`src/rtl/signature_sequencer.sv`:
```
// Self-test sequencer: drives a seeded 8-bit LFSR stream into the student
// circuit and folds its responses into a 16-bit CRC-style signature.
module signature_sequencer #(
  parameter int unsigned NUM_VECTORS = 256,
  parameter int unsigned LATENCY     = 0
) (
  input  logic        clk,
  input  logic        clear_n,
  input  logic        start,
  input  logic [7:0]  seed,
  input  logic [7:0]  cct_output,
  output logic        cct_clear,
  output logic [7:0]  cct_input,
  output logic        busy,
  output logic        done,
  output logic [15:0] signature
);

  typedef enum logic [1:0] {
    ST_IDLE  = 2'd0,
    ST_CLEAR = 2'd1,
    ST_RUN   = 2'd2,
    ST_DONE  = 2'd3
  } state_t;

  localparam logic [15:0] LAST_IDX = 16'(NUM_VECTORS - 1);
  localparam logic [1:0]  LAT      = 2'(LATENCY);

  state_t      state_q, state_d;
  logic [7:0]  lfsr_q,  lfsr_d;
  logic [15:0] acc_q,   acc_d;
  logic [15:0] sig_q,   sig_d;
  logic [15:0] vec_q,   vec_d;
  logic [15:0] smp_q,   smp_d;
  logic [1:0]  lat_q,   lat_d;
  logic        clr_q,   clr_d;

  function automatic logic [7:0] lfsr_next(input logic [7:0] q);
    return {q[6:0], q[7] ^ q[5] ^ q[4] ^ q[3]};
  endfunction

  function automatic logic [15:0] sig_step(input logic [15:0] s, input logic [7:0] r);
    return {s[14:0], 1'b0} ^ (s[15] ? 16'h1021 : 16'h0000) ^ {8'h00, r};
  endfunction

  // Next-state and datapath update
  always_comb begin
    state_d = state_q;
    lfsr_d  = lfsr_q;
    acc_d   = acc_q;
    sig_d   = sig_q;
    vec_d   = vec_q;
    smp_d   = smp_q;
    lat_d   = lat_q;
    clr_d   = clr_q;
    case (state_q)
      ST_IDLE: begin
        if (start) begin
          state_d = ST_CLEAR;
          lfsr_d  = (seed == 8'h00) ? 8'h01 : seed;
          acc_d   = 16'h0000;
          vec_d   = 16'h0000;
          smp_d   = 16'h0000;
          lat_d   = 2'd0;
          clr_d   = 1'b0;
        end else begin
          state_d = ST_IDLE;
        end
      end
      ST_CLEAR: begin
        if (clr_q) begin
          state_d = ST_RUN;
        end else begin
          clr_d = 1'b1;
        end
      end
      ST_RUN: begin
        // The last vector stays on cct_input while the pipeline drains
        if (vec_q != LAST_IDX) begin
          vec_d  = vec_q + 16'd1;
          lfsr_d = lfsr_next(lfsr_q);
        end else begin
          vec_d = vec_q;
        end
        if (lat_q != LAT) begin
          lat_d = lat_q + 2'd1;
        end else begin
          acc_d = sig_step(acc_q, cct_output);
          if (smp_q == LAST_IDX) begin
            state_d = ST_DONE;
            sig_d   = sig_step(acc_q, cct_output);
          end else begin
            smp_d = smp_q + 16'd1;
          end
        end
      end
      ST_DONE: begin
        state_d = ST_IDLE;
        sig_d   = acc_q;
      end
      default: begin
        state_d = ST_IDLE;
      end
    endcase
  end

  // State and datapath registers
  always_ff @(posedge clk or negedge clear_n) begin
    if (!clear_n) begin
      state_q <= ST_IDLE;
      lfsr_q  <= 8'h00;
      acc_q   <= 16'h0000;
      sig_q   <= 16'h0000;
      vec_q   <= 16'h0000;
      smp_q   <= 16'h0000;
      lat_q   <= 2'd0;
      clr_q   <= 1'b0;
    end else begin
      state_q <= state_d;
      lfsr_q  <= lfsr_d;
      acc_q   <= acc_d;
      sig_q   <= sig_d;
      vec_q   <= vec_d;
      smp_q   <= smp_d;
      lat_q   <= lat_d;
      clr_q   <= clr_d;
    end
  end

  assign cct_clear = (state_q != ST_RUN);
  assign cct_input = (state_q == ST_IDLE) ? 8'h00 : lfsr_q;
  assign busy      = (state_q == ST_CLEAR) || (state_q == ST_RUN);
  assign done      = (state_q == ST_DONE);
  assign signature = sig_q;

endmodule

```
`config.mk`:
```
export PLATFORM = sky130hd
export DESIGN_NAME = signature_sequencer
export DESIGN_NICKNAME = d
export VERILOG_FILES = /design/src/rtl/signature_sequencer.sv
export SDC_FILE = /design/constraint.sdc
export NUM_CORES = 1
export LEC_CHECK = 0
export ABC_AREA = 1
export CORE_MARGIN = 2
export CORE_UTILIZATION = 54
export CTS_BUF_LIST = sky130_fd_sc_hd__clkbuf_2
export CTS_CLUSTER_DIAMETER = 60
export DETAILED_ROUTE_END_ITERATION = 8
export PLACE_DENSITY = 0.86
export REMOVE_ABC_BUFFERS = 1
export SETUP_SLACK_MARGIN = 0.2
export SLEW_MARGIN = 20
export SYNTH_ARGS = -nofsm -noshare
export SYNTH_HDL_FRONTEND = slang
export SYNTH_SLANG_ARGS = --single-unit
export TNS_END_PERCENT = 20
```
`constraint.sdc`:
```
create_clock -name clk -period 1.69 [get_ports clk]
set_clock_uncertainty 0.2 [all_clocks]
set_input_delay 0.4225 -clock clk [delete_from_list [all_inputs] [get_ports clk]]
set_output_delay 0.4225 -clock clk [all_outputs]
set_load 0.005 [all_outputs]
```
==> results of run 1 <==
## flip-flops by register name (all words and copies together), names as in the netlist
register / cells
state_q: 2
vec_q: 16
acc_q: 16
lat_q: 2
clr_q: 1
lfsr_q: 8
signature: 16
smp_q: 16
## worst paths after layout
path | to | slack, ns | cells after the start
min reg2reg | signature[14] | 0.31 | 2
min | acc_q[15] | 0.04 | 2
max reg2reg | smp_q[15] | -0.79 | 14
min in group clk | signature[14] | 0.31 | 2
max | smp_q[15] | -0.79 | 14
max in group asynchronous | smp_q[0] | 0.69 | 3
## logic make-up after synthesis
kind of cell    share of synthesized area (%)
mux                                     0.435
buf+inv                                  9.26
simple gates                             33.3
flops                                    41.8
fa+ha+maj                                1.90
xor+xnor                                 3.61
compound gates                           9.67
## metal layers
layer | vias up | global-route usage, % | share of wire [%]
li1 | 2231 | - | -
met1 | 2363 | 32.6 | 34
met2 | 395 | 46.7 | 48
met3 | 143 | 5.56 | 10
met4 | 0 | 14.0 | 8.2
met5 | - | 0 | 0
## cell usage after synthesis
master	count
a21oi_1	5
buf_12	1
buf_2	4
buf_4	5
buf_6	7
buf_8	1
clkbuf_1	5
clkinv_1	1
clkinv_2	1
dfrtp_1	77
ha_1	7
inv_1	54
inv_2	5
inv_4	1
mux2i_1	2
nand2_1	180
nand2_2	7
nand2_4	2
nand2b_1	1
nand3_1	48
nand3_2	3
nand3_4	1
nand4_1	31
nor2_1	56
nor2_2	2
nor2_4	1
nor2_8	2
nor3_1	1
o21ai_0	38
o21ai_1	19
o21ai_2	5
o21ai_4	1
o21bai_1	5
o22ai_1	6
or2_2	4
xnor2_1	1
xor2_1	18
## per-stage QoR
| stage | power, W | util, % | cells | worst slack [ns] | area, um^2 |
|---|---|---|---|---|---|
| 6_report | 0.00441 | 75.8 | 844 | -0.789 | 6260 |
| 5_1_grt | 0.00457 | 75.8 | 844 | -0.837 | 6260 |
| 4_1_cts | 0.00425 | 71.8 | 834 | -0.561 | 5930 |
| 3_5_place_dp | 0.00299 | 67.6 | 803 | -0.343 | 5580 |
| 3_3_place_gp | 0.00294 | 67.6 | 803 | -0.267 | 5580 |
| 2_1_floorplan | 0.00267 | - | 585 | -1.34 | 4420 |
## cell type report
cell class              count  share of cell area, %
well taps                 105                   2.10
inverters                  62                   4.10
clock inverters             7                   1.68
flip-flops and latches     77                   30.8
clock buffers               9                  0.719
multi-input cells         446                   40.6
repair buffers            138                   20.0
## where the power goes
part / internal (W) / total, W / switching [W]
clock network: 0.000515 / 0.00131 / 0.000798
logic: 0.000366 / 0.000904 / 0.000538
registers: 0.00204 / 0.00219 / 0.000153
## what timing repair did
| action | CTS | global route |
|---|---|---|
| setup buffers | 14 | 7 |
| hold endpoints to repair | 77 | 0 |
| cloned | 0 | 3 |
| pin swaps | 10 | 19 |
| hold buffers | 1 | 0 |
| setup endpoints to repair | 104 | 104 |
| gates resized for setup | 153 | 79 |
## worst max-delay path, delay by kind of cell, from the launching register on
family | cells | cell delay (ns)
adder cells (fa/ha/maj) | 1 | 0.18
flip-flops | 1 | 0.45
AND/OR/NAND/NOR | 4 | 0.53
AO/OA/AOI/OAI | 1 | 0.23
buffers and inverters | 8 | 0.74
==> impl_metrics.json, run 1 <==
{
  "leakage_nw": 3.17,
  "seq_area_mm2": 0.00193,
  "syn-instance-count": 608,
  "hpwlAfterDp_mm": 8.04,
  "io_buffers": 45,
  "clock_sinks": 77,
  "status": "complete, but fails checks",
  "grt_pass1_vias": 4342,
  "insertion_delay_ns": 0.60,
  "setup_tns_ns": -48.03,
  "antenna_found_initial": 0,
  "final-hold-violation-count": 0,
  "synth_top_area_cell": "dfrtp_1",
  "h-tree-depth": 3,
  "drcViolationCount": 0,
  "tightest_slew_ns": 0.429,
  "syn_avg_cell_area_um2": 7.58,
  "grt_overflow": 0,
  "die_area_mm2": 0.00929,
  "power-per-cell-area_mw_per_mm2": 704,
  "yosysWarnings": 0,
  "postRouteWirelength_mm": 15.9,
  "cp_common_cell": "buf_6",
  "clk_pin_slew_ns": 0.31,
  "cp.required_ns": 1.95,
  "dr.pass1.iters": 6,
  "startpoint_type": "register",
  "grt_max_degree": 29,
  "path_cells": "buf_6 -> inv_6 -> ha_4 -> buf_6 -> buf_6 -> buf_6 -> o21ai_4 -> inv_4 -> nor2_8 -> nand2_8 -> inv_4 -> nand2_1 -> nand2_1 -> inv_1",
  "dr.first_iter.drc_count": 653,
  "slowest_delay_ns": 0.45,
  "die_x_um": 96.4,
  "nNetsFinal": 760,
  "wl_per_cell_um": 18.8,
  "cts_buffers": 9,
  "die_h_um": 96.4,
  "final_common_cell": "nand2_1",
  "fin_crit_sh_pct": 147,
  "ir_drop_mv": 0.368,
  "final_cell_mix": "156 x nand2_1, 77 x dfrtp_1, 64 x buf_4",
  "netlist.area_leader.share_pct": 41.8,
  "start_util_pct": 55.8,
  "grt_pass1_wl_mm": 19.7,
  "finalCriticalPeriod_ns": 2.48,
  "pin_count": 46,
  "setup_viol": 104,
  "root_buffer": "clkbuf_2",
  "vias": 5132,
  "synth_area_leaders": "dfrtp_1 42%, nand2_1 15%, nand3_1 5.2%",
  "path_max_fanout": 5,
  "slew-limit-headroom_pct": 71.4,
  "fin_ws_ns": -0.789,
  "drtAntennaViolNets": 0,
  "rsz0062_at_grt": "true",
  "fillers": 499,
  "ys_types": 37,
  "violations": "setup timing",
  "whs_ns": 0.0446,
  "gp_congestion": 0.912,
  "grt_util_all_layers_pct": 27.4,
  "crit_arrival_ns": 2.74,
  "slew_violations": 0,
  "layout-drive-gt1-share_pct": 29.9,
  "core_area_mm2": 0.00826,
  "yosysSeqAreaShare_pct": 41.8,
  "areaGrowthSynthToFinish_pct": 35.9,
  "syn_area_mm2": 0.00461,
  "clk_path_buf_depth": 2,
  "cap_violations": 0,
  "hold_class": "in -> async",
  "routed_via_density": 6.08,
  "cp-startpoint": "state_q[0]",
  "multi_input_area_mm2": 0.00254,
  "rr_startpoint": "state_q[0]",
  "cp_slowest_cell": "dfrtp_1",
  "fmax_mhz": 403,
  "worstSetupPathType": "reg -> reg",
  "cts_tree": "done",
  "crit_path_end_kind": "register",
  "num_rows": 33,
  "diodes": 0,
  "synth_seq_cells": 77
}
No activity file was read; power rests on OpenSTA's default activity.
==> inputs of run 2 (changes only) <==
Settings changed: CORE_UTILIZATION 54 to 59, PLACE_DENSITY 0.86 to 0.89.
Clock period 1.69 ns to 2.65 ns, I/O delays scaled along.
==> run 2 against run 1 <==
The run now ends clean. Via count shrank 17%. Clock-buffer cell count increased by 1. Combinational power shrank 49%. Core utilization decreased by 6.4 points. Non-clock buffer count down 73.
==> impl_metrics.json, run 2 (synthesized netlist as in run 1, its figures left out) <==
{
  "cp-startpoint": "state_q[1]",
  "pin_count": 46,
  "drcViolationCount": 0,
  "start_util_pct": 60.2,
  "final-hold-violation-count": 0,
  "clk_path_buf_depth": 2,
  "dr.pass1.iters": 6,
  "clk_pin_slew_ns": 0.22,
  "core_area_mm2": 0.00765,
  "cts_buffers": 9,
  "hold_class": "reg -> reg",
  "multi_input_area_mm2": 0.00230,
  "worstSetupPathType": "reg -> out",
  "seq_area_mm2": 0.00193,
  "grt_busiest_layer": "met2",
  "layout-drive-gt1-share_pct": 12.6,
  "gp_congestion": 0.897,
  "ir_drop_mv": 0.293,
  "leakage_nw": 2.56,
  "cp.required_ns": 1.79,
  "crit_path_end_kind": "primary output",
  "cap_violations": 0,
  "fmax_mhz": 405,
  "grt_pass1_wl_mm": 17.8,
  "status": "finished, final reports clean",
  "slew-limit-headroom_pct": 68.7,
  "grt_max_degree": 37,
  "postRouteWirelength_mm": 10.5,
  "power-per-cell-area_mw_per_mm2": 488,
  "diodes": 0,
  "areaGrowthSynthToFinish_pct": 15.2,
  "final_cell_mix": "180 x nand2_1, 77 x dfrtp_1, 54 x nor2_1",
  "fin_crit_sh_pct": 93.1,
  "crit_arrival_ns": 1.60,
  "grt_util_met2_pct": 43.5,
  "h-tree-depth": 3,
  "gr-usage-met1_pct": 31.0,
  "path_max_fanout": 3,
  "final_common_cell": "nand2_1",
  "root_buffer": "clkbuf_2",
  "rr_startpoint": "state_q[1]",
  "setup_viol": 0,
  "clock_sinks": 77,
  "slew_violations": 0,
  "nNetsFinal": 687,
  "num_rows": 32,
  "io_buffers": 45,
  "insertion_delay_ns": 0.54,
  "dr.first_iter.drc_count": 254,
  "whs_ns": 0.296,
  "antenna_found_initial": 0,
  "use_met3_pct": 4.48,
  "power_w": 0.00259,
  "fin_util_pct": 69.4,
  "die_area_mm2": 0.00853,
  "wl_per_cell_um": 13.6,
  "die_h_um": 92.4,
  "hpwlAfterDp_mm": 7.12,
  "rsz0062_at_grt": "true",
  "grt_util_all_layers_pct": 25.8,
  "grt_overflow": 0,
  "holdCritStartpoint": "signature[10]",
  "die_x_um": 92.4,
  "finalCriticalPeriod_ns": 2.47,
  "vias": 4250,
  "routed_via_density": 5.53,
  "tightest_slew_ns": 0.469,
  "startpoint_type": "register",
  "fillers": 585,
  "grt_pass1_vias": 4148,
  "cts_tree": "done",
  "drtAntennaViolNets": 0
}
run 2: cell types whose count changed in the layout (fill, tap and decap cells not counted), moves of 12 or more:
cell	previous run	this run
buf_4	64	19
nand2_1	156	180
o21ai_0	19	38
buf_6	19	1
clkdlybuf4s50_1	17	33
buf_2	17	3
nand2_4	14	2
run 2: final cells by class:
| type | instances | area share [%] |
|---|---|---|
| Clock buffer | 10 | 0.943 |
| Clock inverter | 6 | 1.65 |
| Inverter | 62 | 4.50 |
| Multi-Input combinational cell | 446 | 43.3 |
| Sequential cell | 77 | 36.3 |
| Tap cell | 102 | 2.41 |
| Timing Repair Buffer | 65 | 10.9 |
run 2: worst paths after layout:
path	slack [ns]	depth (start not counted)	endpoint
max	0.18	4	cct_clear
min	0.30	2	signature[10]
max reg2reg	0.29	13	smp_q[15]
min reg2reg	0.30	2	signature[10]
max in group asynchronous	1.25	3	signature[10]
min in group asynchronous	0.39	2	smp_q[7]
run 2: through the flow:
step / TNS (ns) / instances / area, um^2 / worst slack, ns
global placement: 0 / 743 / 5070 / 0.314
detailed placement: 0 / 743 / 5070 / 0.272
floorplan: -11.56 / 585 / 4420 / -0.378
global route: 0 / 768 / 5310 / 0.116
finish: 0 / 768 / 5310 / 0.183
CTS: 0 / 765 / 5290 / 0.0924
run 2: routing by layer:
layer,share of wire (%),up-vias
met4,2.1,0
met5,0,-
met1,42,1984
li1,-,2086
met2,51,158
met3,4.9,22
run 2: timing repair:
item,CTS,global route
hold buffers,1,0
hold endpoints to repair,33,0
pin swaps,0,1
gates resized for setup,32,12
endpoints found under the setup margin,11,11
setup buffers,5,3
run 2: critical path, cell delays in order (launching register included):
cell and delay (ns):
dfrtp_1 0.47, buf_4 0.17, ha_4 0.17, inv_4 0.06, clkdlybuf4s15_2 0.19
run 2: power by group:
group          switching [W]  internal [W]  total (W)
sequential         0.0000870       0.00130    0.00139
combinational       0.000276      0.000182   0.000458
clock               0.000428      0.000316   0.000744
